$ cat config.mk
export PLATFORM = sky130hd
export DESIGN_NAME = cache_mem_burst_master
export DESIGN_NICKNAME = d
export VERILOG_FILES = /design/src/rtl/cache_mem_pkg.sv /design/src/rtl/cache_mem_burst_master.sv
export SDC_FILE = /design/constraint.sdc
export NUM_CORES = 1
export LEC_CHECK = 0
export CORE_AREA = 2 2 204 206
export DETAILED_ROUTE_END_ITERATION = 7
export DIE_AREA = 0 0 206 208
export HOLD_SLACK_MARGIN = 0.03
export MAX_ROUTING_LAYER = met4
export SETUP_SLACK_MARGIN = 0.2
export SLEW_MARGIN = 20
export SYNTH_ARGS = -nofsm -noshare
export SYNTH_HDL_FRONTEND = slang
export SYNTH_SLANG_ARGS = --single-unit
export TNS_END_PERCENT = 1
$ cat constraint.sdc
create_clock -name ACLK -period 5.16 [get_ports ACLK]
set_input_delay 0.774 -clock ACLK [delete_from_list [all_inputs] [get_ports ACLK]]
set_output_delay 0.774 -clock ACLK [all_outputs]
set_load 0.02 [all_outputs]
$ cat src/rtl/cache_mem_pkg.sv
// Shared types and constants for the cache line AXI4 burst master.
package cache_mem_pkg;

  typedef enum logic [2:0] {
    ST_IDLE,
    ST_AR,
    ST_R,
    ST_AW,
    ST_W,
    ST_B,
    ST_RESP
  } state_t;

  localparam logic [1:0] AXI_BURST_INCR = 2'b01;
  localparam logic [1:0] AXI_RESP_OKAY  = 2'b00;

  // Number of byte-address bits covered by one cache line.
  function automatic int line_off_width(input int line_words, input int data_width);
    return $clog2(line_words * data_width / 8);
  endfunction

endpackage

$ cat src/rtl/cache_mem_burst_master.sv
// Cache line refill/writeback engine issuing one AXI4 INCR burst per request.
// Optional MEM_RLAST_CHECK_EN flags RLAST placement errors in resp_err.
//
// state   | meaning
// IDLE    | ready for a line request
// AR      | read address offered, waiting for ARREADY
// R       | collecting LINE_WORDS read beats into the line buffer
// AW      | write address offered, waiting for AWREADY
// W       | streaming LINE_WORDS write beats from the line buffer
// B       | waiting for the write response
// RESP    | completion presented upstream, waiting for resp_ready
module cache_mem_burst_master
  import cache_mem_pkg::*;
#(
  parameter int DATA_WIDTH = 32,
  parameter int ADDR_WIDTH = 32,
  parameter int ID_WIDTH   = 1,
  parameter int USER_WIDTH = 4,
  parameter int LINE_WORDS = 4
) (
  input  logic                             ACLK,
  input  logic                             ARESET,
  input  logic                             req_valid,
  output logic                             req_ready,
  input  logic                             req_we,
  input  logic [ADDR_WIDTH-1:0]            req_addr,
  input  logic [LINE_WORDS*DATA_WIDTH-1:0] req_wline,
  output logic                             resp_valid,
  input  logic                             resp_ready,
  output logic [LINE_WORDS*DATA_WIDTH-1:0] resp_rline,
  output logic                             resp_err,
  output logic [ID_WIDTH-1:0]              m_AWID,
  output logic [ADDR_WIDTH-1:0]            m_AWADDR,
  output logic [7:0]                       m_AWLEN,
  output logic [2:0]                       m_AWSIZE,
  output logic [1:0]                       m_AWBURST,
  output logic                             m_AWLOCK,
  output logic [3:0]                       m_AWCACHE,
  output logic [2:0]                       m_AWPROT,
  output logic [3:0]                       m_AWQOS,
  output logic [3:0]                       m_AWREGION,
  output logic [USER_WIDTH-1:0]            m_AWUSER,
  output logic                             m_AWVALID,
  input  logic                             m_AWREADY,
  output logic [DATA_WIDTH-1:0]            m_WDATA,
  output logic [DATA_WIDTH/8-1:0]          m_WSTRB,
  output logic                             m_WLAST,
  output logic [USER_WIDTH-1:0]            m_WUSER,
  output logic                             m_WVALID,
  input  logic                             m_WREADY,
  input  logic [ID_WIDTH-1:0]              m_BID,
  input  logic [1:0]                       m_BRESP,
  input  logic [USER_WIDTH-1:0]            m_BUSER,
  input  logic                             m_BVALID,
  output logic                             m_BREADY,
  output logic [ID_WIDTH-1:0]              m_ARID,
  output logic [ADDR_WIDTH-1:0]            m_ARADDR,
  output logic [7:0]                       m_ARLEN,
  output logic [2:0]                       m_ARSIZE,
  output logic [1:0]                       m_ARBURST,
  output logic                             m_ARLOCK,
  output logic [3:0]                       m_ARCACHE,
  output logic [2:0]                       m_ARPROT,
  output logic [3:0]                       m_ARQOS,
  output logic [3:0]                       m_ARREGION,
  output logic [USER_WIDTH-1:0]            m_ARUSER,
  output logic                             m_ARVALID,
  input  logic                             m_ARREADY,
  input  logic [ID_WIDTH-1:0]              m_RID,
  input  logic [DATA_WIDTH-1:0]            m_RDATA,
  input  logic [1:0]                       m_RRESP,
  input  logic                             m_RLAST,
  input  logic [USER_WIDTH-1:0]            m_RUSER,
  input  logic                             m_RVALID,
  output logic                             m_RREADY
);

  localparam int LINE_W = LINE_WORDS * DATA_WIDTH;
  localparam int BEAT_W = $clog2(LINE_WORDS);
  localparam int OFF_W  = line_off_width(LINE_WORDS, DATA_WIDTH);
  localparam logic [BEAT_W-1:0] LAST_BEAT = BEAT_W'(LINE_WORDS - 1);

  state_t              state, state_nxt;
  logic [ADDR_WIDTH-1:0] addr_q;
  logic [LINE_W-1:0]   line_q;
  logic [BEAT_W-1:0]   beat;
  logic                err_q;
  logic                rresp_bad;
  logic                rlast_bad;

  assign rresp_bad = (m_RRESP != AXI_RESP_OKAY);
`ifdef MEM_RLAST_CHECK_EN
  assign rlast_bad = (m_RLAST != (beat == LAST_BEAT));
`else
  assign rlast_bad = 1'b0;
`endif

  always_ff @(posedge ACLK) begin
    if (ARESET) begin
      state  <= ST_IDLE;
      addr_q <= '0;
      line_q <= '0;
      beat   <= '0;
      err_q  <= 1'b0;
    end else begin
      state <= state_nxt;
      case (state)
        ST_IDLE: if (req_valid) begin
          addr_q <= {req_addr[ADDR_WIDTH-1:OFF_W], {OFF_W{1'b0}}};
          line_q <= req_wline;
          beat   <= '0;
          err_q  <= 1'b0;
        end
        ST_AR: if (m_ARREADY) beat <= '0;
        ST_R: if (m_RVALID) begin
          line_q[beat*DATA_WIDTH +: DATA_WIDTH] <= m_RDATA;
          beat  <= beat + 1'b1;
          err_q <= err_q | rresp_bad | rlast_bad;
        end
        ST_W: if (m_WREADY) beat <= beat + 1'b1;
        ST_B: if (m_BVALID && (m_BRESP != AXI_RESP_OKAY)) err_q <= 1'b1;
        default: ;
      endcase
    end
  end

  always_comb begin
    state_nxt  = state;
    req_ready  = 1'b0;
    resp_valid = 1'b0;
    m_ARVALID  = 1'b0;
    m_RREADY   = 1'b0;
    m_AWVALID  = 1'b0;
    m_WVALID   = 1'b0;
    m_BREADY   = 1'b0;
    case (state)
      ST_IDLE: begin
        req_ready = 1'b1;
        if (req_valid) state_nxt = req_we ? ST_AW : ST_AR;
      end
      ST_AR: begin
        m_ARVALID = 1'b1;
        if (m_ARREADY) state_nxt = ST_R;
      end
      ST_R: begin
        m_RREADY = 1'b1;
        // Beat count alone ends the burst, even if RLAST disagrees.
        if (m_RVALID && (beat == LAST_BEAT)) state_nxt = ST_RESP;
      end
      ST_AW: begin
        m_AWVALID = 1'b1;
        if (m_AWREADY) state_nxt = ST_W;
      end
      ST_W: begin
        m_WVALID = 1'b1;
        if (m_WREADY && (beat == LAST_BEAT)) state_nxt = ST_B;
      end
      ST_B: begin
        m_BREADY = 1'b1;
        if (m_BVALID) state_nxt = ST_RESP;
      end
      ST_RESP: begin
        resp_valid = 1'b1;
        if (resp_ready) state_nxt = ST_IDLE;
      end
      default: state_nxt = ST_IDLE;
    endcase
  end

  assign resp_rline = line_q;
  assign resp_err   = err_q;

  assign m_ARID     = '0;
  assign m_ARADDR   = addr_q;
  assign m_ARLEN    = 8'(LINE_WORDS - 1);
  assign m_ARSIZE   = 3'($clog2(DATA_WIDTH / 8));
  assign m_ARBURST  = AXI_BURST_INCR;
  assign m_ARLOCK   = 1'b0;
  assign m_ARCACHE  = '0;
  assign m_ARPROT   = '0;
  assign m_ARQOS    = '0;
  assign m_ARREGION = '0;
  assign m_ARUSER   = '0;

  assign m_AWID     = '0;
  assign m_AWADDR   = addr_q;
  assign m_AWLEN    = 8'(LINE_WORDS - 1);
  assign m_AWSIZE   = 3'($clog2(DATA_WIDTH / 8));
  assign m_AWBURST  = AXI_BURST_INCR;
  assign m_AWLOCK   = 1'b0;
  assign m_AWCACHE  = '0;
  assign m_AWPROT   = '0;
  assign m_AWQOS    = '0;
  assign m_AWREGION = '0;
  assign m_AWUSER   = '0;

  assign m_WDATA = line_q[beat*DATA_WIDTH +: DATA_WIDTH];
  assign m_WSTRB = '1;
  assign m_WLAST = (state == ST_W) && (beat == LAST_BEAT);
  assign m_WUSER = '0;

  // Response IDs/user bits carry nothing for a single-ID, in-order master.
  logic unused_inputs;
  assign unused_inputs = ^{m_BID, m_BUSER, m_RID, m_RUSER, m_RLAST, req_addr[OFF_W-1:0]};

endmodule
==> results of run 1 <==
==> metrics by stage <==
step           power, W  cells  area [um^2]  utilization [%]  worst slack [ns]
3_5_place_dp   0.003434   1829        12820            31.61             1.652
4_1_cts        0.004767   1861        13410            33.07             1.615
6_report       0.004722   1862        13410            33.08             1.704
5_1_grt        0.004941   1862        13410            33.08             1.580
3_3_place_gp   0.003409   1828        12790            31.54             1.697
2_1_floorplan  0.002568   1056         8892                -             2.404
==> cell usage after synthesis, drive strengths merged, types with 3 or more instances <==
cell type / number
a211oi: 3
o22ai: 4
nor2b: 33
a221oi: 128
inv: 7
mux4: 32
ha: 6
a21oi: 34
o21ai: 131
and2: 3
clkbuf: 54
nor2: 133
buf: 148
dfxtp: 162
nor3: 6
nand2: 60
==> registers in the layout, indices dropped and copies added, names as in the netlist <==
| name | cells |
|---|---|
| beat | 2 |
| state | 3 |
| m_ARADDR | 28 |
| resp_rline | 128 |
| resp_err | 1 |
==> logic make-up after synthesis <==
group,Yosys count
compound gates,312
fa+ha+maj,6
buf+inv,209
flops,162
mux,34
other cells,2
simple gates,249
==> layout make-up <==
cell class	instances	area (um^2)
fillers	4211	27140
inverters	7	27.53
clock buffers	22	495.5
flip-flops and latches	162	3248
multi-input cells	685	4441
clock inverters	10	97.59
well taps	532	665.6
diodes	1	2.502
repair buffers	443	4437
==> power groups by stage <==
stage / clock network, W / registers [W] / logic [W]
final: 0.00132 / 0.00160 / 0.00181
after global routing: 0.00140 / 0.00162 / 0.00192
after CTS: 0.00135 / 0.00160 / 0.00182
after detailed placement: 0 / 0.00162 / 0.00182
after global placement: 0 / 0.00162 / 0.00179
after floorplan: 0 / 0.00177 / 0.000794
==> worst max-delay path, stage by stage, from the launching register on <==
cell and delay, ns:
dfxtp_4 0.34, buf_4 0.66, mux4_2 0.63, clkdlybuf4s50_1 0.57
==> worst paths after layout <==
kind                                   from                          end  slack (ns)  depth (start not counted)
hold / removal    m_ARADDR[17]$_SDFFE_PP0P_    m_ARADDR[17]$_SDFFE_PP0P_        0.47                          2
setup reg to reg       beat[0]$_SDFFE_PP0P_  resp_rline[28]$_SDFFE_PP0P_        1.75                          7
setup / recovery       beat[0]$_SDFFE_PP0P_                   m_WDATA[2]        1.70                          3
hold reg to reg   m_ARADDR[17]$_SDFFE_PP0P_    m_ARADDR[17]$_SDFFE_PP0P_        0.47                          2
==> per-layer routing <==
| metal | part of all wire (%) | vias to the layer above | wire, um |
|---|---|---|---|
| li1 | - | 4065 | - |
| met1 | 41 | 4380 | 16410 |
| met2 | 49 | 487 | 19870 |
| met3 | 8.2 | 39 | 3304 |
| met4 | 2.1 | 0 | 856 |
| met5 | 0 | - | 0 |
==> impl_metrics.json, run 1 <==
{
  "maxSlewViolCount": 0,
  "die_h_um": 208,
  "hold_viol_final": 0,
  "coreArea_um2": 40550,
  "synth_compound_area_share_pct": 24.60,
  "synth.largest_area_cell": "dfxtp_1",
  "grt_use_total_pct": 18.62,
  "worstPathRequired_ns": 4.39,
  "synth_area_leaders": "dfxtp_1, a221oi_1, buf_4",
  "avgSynthCellArea_um2": 8.814,
  "syn_inst": 974,
  "grt_util_met2_pct": 30.70,
  "io_buffers": 426,
  "cts_tree": "yes",
  "numCtsBuffers": 17,
  "relSlewSlack_pct": 27.71,
  "dieArea_um2": 42850,
  "grt_max_degree": 74,
  "die_w_um": 206,
  "critPathLaunchType": "register",
  "fin_nets": 1539,
  "post_cts_buffers": 0,
  "synth_edf_count": 0,
  "syn_to_final_growth_pct": 56.26,
  "ys_warn_count": 0,
  "postCtsHoldBufs": 0,
  "start_util_pct": 21.17,
  "drv_cap": 0,
  "vias": 8971,
  "layout_commonest_cell": "clkdlybuf4s50_1",
  "top_usage_layer": "met2",
  "first_global_vias": 8882,
  "p_per_area_nw_per_um2": 352.0,
  "finalSetupTns_ns": 0,
  "yosys.area.top_type_share_pct": 37.78,
  "async_flop_share_pct": 0,
  "clock.fmax_mhz": 289.3,
  "ctsRootBufferMaster": "clkbuf_16",
  "final_cell_mix": "clkdlybuf4s50_1, dfxtp_1, nor2_1",
  "clk_latency_ns": 0.44,
  "synth-xor-area-share_pct": 0,
  "p_comb_share_pct": 38.4,
  "swShare_pct": 37.24,
  "p_int_w": 0.002963,
  "status": "finished, final reports clean",
  "drive_gt1_share_pct": 7.675,
  "ys_seq_elements": 162,
  "synthMuxAreaShare_pct": 8.643,
  "rsz0062_at_grt": "no",
  "dp_hpwl_um": 27430,
  "cts_buffer_depth": 2,
  "drc": 0,
  "period_minus_slack_ns": 3.456,
  "ir_drop_mv": 0.2009,
  "antenna_found_initial": 1,
  "synth_top_family_by_area": "compound AO/OA/AOI/OAI gates",
  "final_antenna_net_count": 0,
  "holdCritPathClass": "register to register",
  "setup_violations": 0,
  "endpoint_kind": "primary output",
  "cts.clk_slew.worst_paths_ns": 0.07,
  "htreeDepth": 4,
  "clkSinkCount": 162,
  "synthSimpleGateAreaFrac_pct": 13.28,
  "finalWeightedCongestion": 0.8248,
  "grt_pass1_wl_um": 57900,
  "netlist_area_um2": 8584,
  "rows": 74,
  "path_class": "register to primary output",
  "drt-total-wl_um": 40440,
  "leakage_nw": 4.884,
  "critPathMaxFanout": 39,
  "synthDistinctLibCells": 47,
  "grt_use_met3_pct": 4.699,
  "clock_power_share_pct": 27.9,
  "drt_pass1_iterations": 5,
  "io_pins": 526,
  "seq_area_frac_synth_pct": 37.78,
  "hold_ws_ns": 0.4724,
  "synth_ff_type": "dfxtp_1",
  "arrival_ns": 2.68,
  "p_sw_w": 0.001759,
  "wl_per_cell_um": 21.72,
  "fin_crit_sh_pct": 66.98,
  "seqPwrFrac_pct": 33.8,
  "synthAdderAreaFrac_pct": 0.8745,
  "met1_usage_pct": 22.12,
  "cts_resized": 0,
  "grt-ovfl-total": 0,
  "vias_per_cell": 4.818,
  "tightest_slew_ns": 1.082,
  "drtIter0Drc": 566,
  "fin_worst_skew_ns": 0.01304
}
Note: power is estimated with default switching activity, not from simulation.
==> run 2: changes to the inputs <==
--- a/config.mk
+++ b/config.mk
@@ -5,9 +5,9 @@
 export SDC_FILE = /design/constraint.sdc
 export NUM_CORES = 1
 export LEC_CHECK = 0
-export CORE_AREA = 2 2 204 206
+export CORE_AREA = 2 2 205 207
 export DETAILED_ROUTE_END_ITERATION = 7
-export DIE_AREA = 0 0 206 208
+export DIE_AREA = 0 0 207 209
 export HOLD_SLACK_MARGIN = 0.03
 export MAX_ROUTING_LAYER = met4
 export SETUP_SLACK_MARGIN = 0.2
==> constraint.sdc (replaced) <==
create_clock -name ACLK -period 3.42 [get_ports ACLK]
set_input_delay 0.513 -clock ACLK [delete_from_list [all_inputs] [get_ports ACLK]]
set_output_delay 0.513 -clock ACLK [all_outputs]
set_load 0.02 [all_outputs]
==> run 2 against run 1 <==
  * Clock power rose by 57%
  * Cell count rose by 1.1%
  * Wire length fell by 0.51%
  * Critical endpoint is now m_WLAST
  * Highest routed layer unchanged
==> impl_metrics.json, run 2 (synthesized netlist as in run 1, its figures left out) <==
{
  "finalSetupTns_ns": 0,
  "syn_to_final_growth_pct": 57.48,
  "dp_hpwl_um": 28770,
  "grt-ovfl-total": 0,
  "first_global_vias": 9123,
  "holdCritPathClass": "register to register",
  "top_usage_layer": "met2",
  "cts_tree": "yes",
  "hold_viol_final": 0,
  "arrival_ns": 2.53,
  "final_cell_mix": "clkdlybuf4s50_1, dfxtp_1, nor2_1",
  "relSlewSlack_pct": 34.30,
  "vias": 8971,
  "grt_use_total_pct": 18.36,
  "largest_reg_flops": 128,
  "endpoint_kind": "primary output",
  "drc": 0,
  "antenna_found_initial": 0,
  "fin_total_pwr_w": 0.007229,
  "drt-total-wl_um": 40230,
  "htreeDepth": 4,
  "cts.clk_slew.worst_paths_ns": 0.06,
  "grt_max_degree": 66,
  "io_pins": 526,
  "finalWeightedCongestion": 0.8531,
  "wl_per_cell_um": 21.38,
  "drive_gt1_share_pct": 8.420,
  "fin_crit_sh_pct": 88.99,
  "status": "finished, final reports clean",
  "tightest_slew_ns": 0.9832,
  "vias_per_cell": 4.767,
  "grt_util_met2_pct": 31.34,
  "numCtsBuffers": 17,
  "worstPathRequired_ns": 2.91,
  "grt_use_met3_pct": 3.832,
  "layout_commonest_cell": "clkdlybuf4s50_1",
  "drt_pass1_iterations": 5,
  "coreArea_um2": 41290,
  "die_w_um": 207,
  "clk_latency_ns": 0.44,
  "met1_usage_pct": 21.45,
  "leakage_nw": 4.958,
  "fin_nets": 1554,
  "period_minus_slack_ns": 3.043,
  "grt_pass1_wl_um": 58420,
  "cts_buffer_depth": 2,
  "rsz0062_at_grt": "yes",
  "drtIter0Drc": 521,
  "setup_violations": 0,
  "rows": 75,
  "fin_worst_skew_ns": 0.01059,
  "final_antenna_net_count": 0,
  "critPathMaxFanout": 15,
  "clkSinkCount": 162,
  "p_per_area_nw_per_um2": 534.7,
  "maxSlewViolCount": 0,
  "clock.fmax_mhz": 328.6,
  "path_class": "register to primary output",
  "post_cts_buffers": 0,
  "ir_drop_mv": 0.3355,
  "start_util_pct": 20.79,
  "die_h_um": 209,
  "io_buffers": 426,
  "ctsRootBufferMaster": "clkbuf_16",
  "critPathLaunchType": "register",
  "dieArea_um2": 43260,
  "drv_cap": 0
}
[run 2: timing repair]
action,in CTS,in global routing
setup endpoints to repair,0,5
gates resized for setup,0,1
hold buffers,0,0
[run 2: where the power goes]
| group | total (W) | leakage [nW] | switching (W) | internal [W] |
|---|---|---|---|---|
| Sequential | 0.00241 | 1.34 | 0.000249 | 0.00216 |
| Combinational | 0.00275 | 3.33 | 0.00152 | 0.00122 |
| Clock | 0.00207 | 0.293 | 0.000839 | 0.00124 |
| Total | 0.00723 | 4.96 | 0.00261 | 0.00462 |
[run 2: routing by layer]
metal / part of all wire (%) / wire length [um]
met1: 41 / 16500
met2: 51 / 20430
met3: 5.9 / 2390
met4: 2.3 / 911
met5: 0 / 0
[run 2: final timing paths]
kind              slack (ns)  cells after the start                      start                         end
setup / recovery        0.38                      4      state[2]$_SDFFE_PP0P_                     m_WLAST
hold / removal          0.47                      2  m_ARADDR[23]$_SDFFE_PP0P_   m_ARADDR[23]$_SDFFE_PP0P_
setup reg to reg        0.72                      7       beat[0]$_SDFFE_PP0P_  resp_rline[9]$_SDFFE_PP0P_
hold reg to reg         0.47                      2  m_ARADDR[23]$_SDFFE_PP0P_   m_ARADDR[23]$_SDFFE_PP0P_
[run 2: cell type report]
type	instances	area, um^2
fillers	4242	27770
repair buffers	458	4521
multi-input cells	685	4441
flip-flops and latches	162	3248
well taps	539	674.4
clock buffers	21	450.4
clock inverters	9	155.1
inverters	7	27.53
diodes	1	2.502
[run 2: per-stage QoR]
step | setup slack (ns) | util, % | std cells | area, um^2 | hold slack (ns)
floorplan | 0.6637 | - | 1056 | 8892 | 0.5468
global placement | 0.6206 | 31.26 | 1851 | 12910 | 0.4582
detailed placement | 0.5853 | 31.26 | 1851 | 12910 | 0.4617
CTS | 0.2120 | 32.73 | 1881 | 13510 | 0.4706
global route | 0.1915 | 32.74 | 1881 | 13520 | 0.4939
finish | 0.3766 | 32.74 | 1882 | 13520 | 0.4675
[run 2: critical path, cell delays in order (launching register included)]
cell and delay, ns:
dfxtp_1 0.74, inv_1 0.25, nor3_1 0.29, and2_1 0.19, clkdlybuf4s50_1 0.63
==> run 3: changes to the inputs <==
--- a/config.mk
+++ b/config.mk
@@ -6,6 +6,7 @@
 export NUM_CORES = 1
 export LEC_CHECK = 0
 export CORE_AREA = 2 2 205 207
+export CTS_BUF_LIST = sky130_fd_sc_hd__clkbuf_16
 export DETAILED_ROUTE_END_ITERATION = 7
 export DIE_AREA = 0 0 207 209
 export HOLD_SLACK_MARGIN = 0.03
@@ -15,4 +16,3 @@
 export SYNTH_ARGS = -nofsm -noshare
 export SYNTH_HDL_FRONTEND = slang
 export SYNTH_SLANG_ARGS = --single-unit
-export TNS_END_PERCENT = 1
==> run 3 against run 2 <==
  * Critical path depth down 1
  * Via count about the same
  * Non-clock buffer count unchanged
==> impl_metrics.json, run 3 (synthesized netlist as in run 1, its figures left out) <==
{
  "status": "finished, final reports clean",
  "start_util_pct": 20.79,
  "fin_area_um2": 13510,
  "postCtsHoldBufs": 0,
  "leakage_nw": 4.965,
  "die_w_um": 207,
  "crit_buf_inv": 2,
  "vias": 8975,
  "holdCritStartpoint": "m_ARADDR[23]$_SDFFE_PP0P_",
  "post_cts_buffers": 0,
  "cts.clk_slew.worst_paths_ns": 0.06,
  "grt-ovfl-total": 0,
  "cts_buffer_depth": 2,
  "fin_nets": 1554,
  "fin_ws_ns": 0.3972,
  "die_h_um": 209,
  "dieArea_um2": 43260,
  "htreeDepth": 4,
  "final_antenna_net_count": 0,
  "rr_endpoint": "resp_rline[9]$_SDFFE_PP0P_",
  "antenna_found_initial": 0,
  "critPathLaunchType": "register",
  "critPathMaxFanout": 21,
  "drtIter0Drc": 509,
  "grt_pass1_wl_um": 58420,
  "place_area_um2": 12910,
  "place_ws_ns": 0.5853,
  "drc": 0,
  "grt_use_total_pct": 18.36,
  "worst_path_max_delay_cell": "dfxtp_4",
  "rows": 75,
  "r2r_start": "beat[0]$_SDFFE_PP0P_",
  "dp_hpwl_um": 28770,
  "wl_per_cell_um": 21.39,
  "first_global_vias": 9123,
  "hold_end": "m_ARADDR[23]$_SDFFE_PP0P_",
  "holdCritPathClass": "register to register",
  "io_pins": 526,
  "numCtsBuffers": 17,
  "fin_crit_sh_pct": 88.39,
  "drt-total-wl_um": 40260,
  "hold_viol_final": 0,
  "fill_cells": 4243,
  "layout_commonest_cell": "clkdlybuf4s50_1",
  "clk_latency_ns": 0.44,
  "r2r_cells": 7,
  "syn_to_final_growth_pct": 57.38,
  "io_buffers": 426,
  "rrSetupSlack_ns": 0.72,
  "drt_pass1_iterations": 5,
  "vias_per_cell": 4.769,
  "relSlewSlack_pct": 34.18,
  "fin_worst_skew_ns": 0.01067,
  "multiInputGateArea_um2": 4441,
  "largest_reg_flops": 128,
  "worstPathRequired_ns": 2.91,
  "finalWeightedCongestion": 0.8531,
  "endpoint_kind": "primary output",
  "drive_gt1_share_pct": 8.420,
  "grt_max_degree": 66,
  "p_per_area_nw_per_um2": 532.9,
  "arrival_ns": 2.51,
  "clock.fmax_mhz": 330.8,
  "clkSinkCount": 162,
  "cts_resized": 0,
  "setup_violations": 0,
  "coreArea_um2": 41290,
  "seqCellArea_um2": 3249,
  "critical-path-top-delay-family": "buffers and inverters",
  "ir_drop_mv": 0.3360,
  "period_minus_slack_ns": 3.023,
  "rsz0062_at_grt": "no",
  "cts_tree": "yes",
  "final_util_pct": 32.72,
  "final_cell_mix": "clkdlybuf4s50_1, dfxtp_1, nor2_1",
  "max_stage_delay_ns": 0.63,
  "ctsRootBufferMaster": "clkbuf_16",
  "tightest_slew_ns": 0.9849,
  "drv_cap": 0,
  "hold_depth": 2,
  "path_class": "register to primary output",
  "maxSlewViolCount": 0,
  "finalSetupTns_ns": 0,
  "path_cells": "buf_6 > mux4_2 > clkdlybuf4s50_1"
}
[run 3: cell types whose count changed in the layout (fill, tap and decap cells not counted), sizes merged]
cell    delta
inv        +3
clkinv     +1
clkbuf     -4
[run 3: power breakdown]
| part | total [W] | switching, W | internal, W | leakage [nW] |
|---|---|---|---|---|
| Clock | 0.00205 | 0.000843 | 0.00120 | 0.300 |
| Sequential | 0.00241 | 0.000249 | 0.00216 | 1.34 |
| Combinational | 0.00274 | 0.00152 | 0.00122 | 3.33 |
[run 3: area by class of cell]
| class | instances | share of cell area, % |
|---|---|---|
| Antenna cell | 1 | 0.01852 |
| Clock buffer | 17 | 3.149 |
| Clock inverter | 13 | 1.259 |
| Inverter | 7 | 0.2037 |
| Multi-Input combinational cell | 685 | 32.87 |
| Sequential cell | 162 | 24.05 |
| Tap cell | 539 | 4.992 |
| Timing Repair Buffer | 458 | 33.46 |
[run 3: worst register-to-register path, delay by kind of cell, from the launching register on]
| kind | cells | cell delay [ns] |
|---|---|---|
| buffers and inverters | 2 | 0.58 |
| adders and majority gates | 1 | 0.44 |
| and+or+nand+nor | 3 | 0.81 |
| DFF | 1 | 0.63 |
| AOI/OAI and AO/OA | 1 | 0.18 |
[run 3: worst max path at each step]
stage,startpoint,to,slack [ns],depth (start not counted)
2_1_floorplan,beat[1]$_SDFFE_PP0P_,resp_rline[10]$_SDFFE_PP0P_,0.66,10
3_3_place_gp,m_RVALID,resp_rline[105]$_SDFFE_PP0P_,0.62,6
3_5_place_dp,m_RVALID,resp_rline[122]$_SDFFE_PP0P_,0.59,6
4_1_cts,beat[0]$_SDFFE_PP0P_,m_WDATA[12],0.21,3
5_1_grt,beat[0]$_SDFFE_PP0P_,m_WDATA[12],0.28,3
6_report,beat[0]$_SDFFE_PP0P_,m_WDATA[12],0.40,3
[run 3: layer usage]
metal	track usage, %	vias to the layer above	routed length, um
met5	-	-	0
met4	6.158	0	926
met3	3.832	45	2283
met2	31.34	420	20440
met1	21.45	4416	16610
li1	-	4094	-
[run 3: stage by stage]
| stage | power [W] | hold slack, ns | instances |
|---|---|---|---|
| final | 0.007200 | 0.4675 | 1882 |
| after global placement | 0.005176 | 0.4582 | 1851 |
| after CTS | 0.007274 | 0.4706 | 1881 |
| after global routing | 0.007524 | 0.4939 | 1881 |
| after detailed placement | 0.005194 | 0.4617 | 1851 |
| after floorplan | 0.003875 | 0.5468 | 1056 |
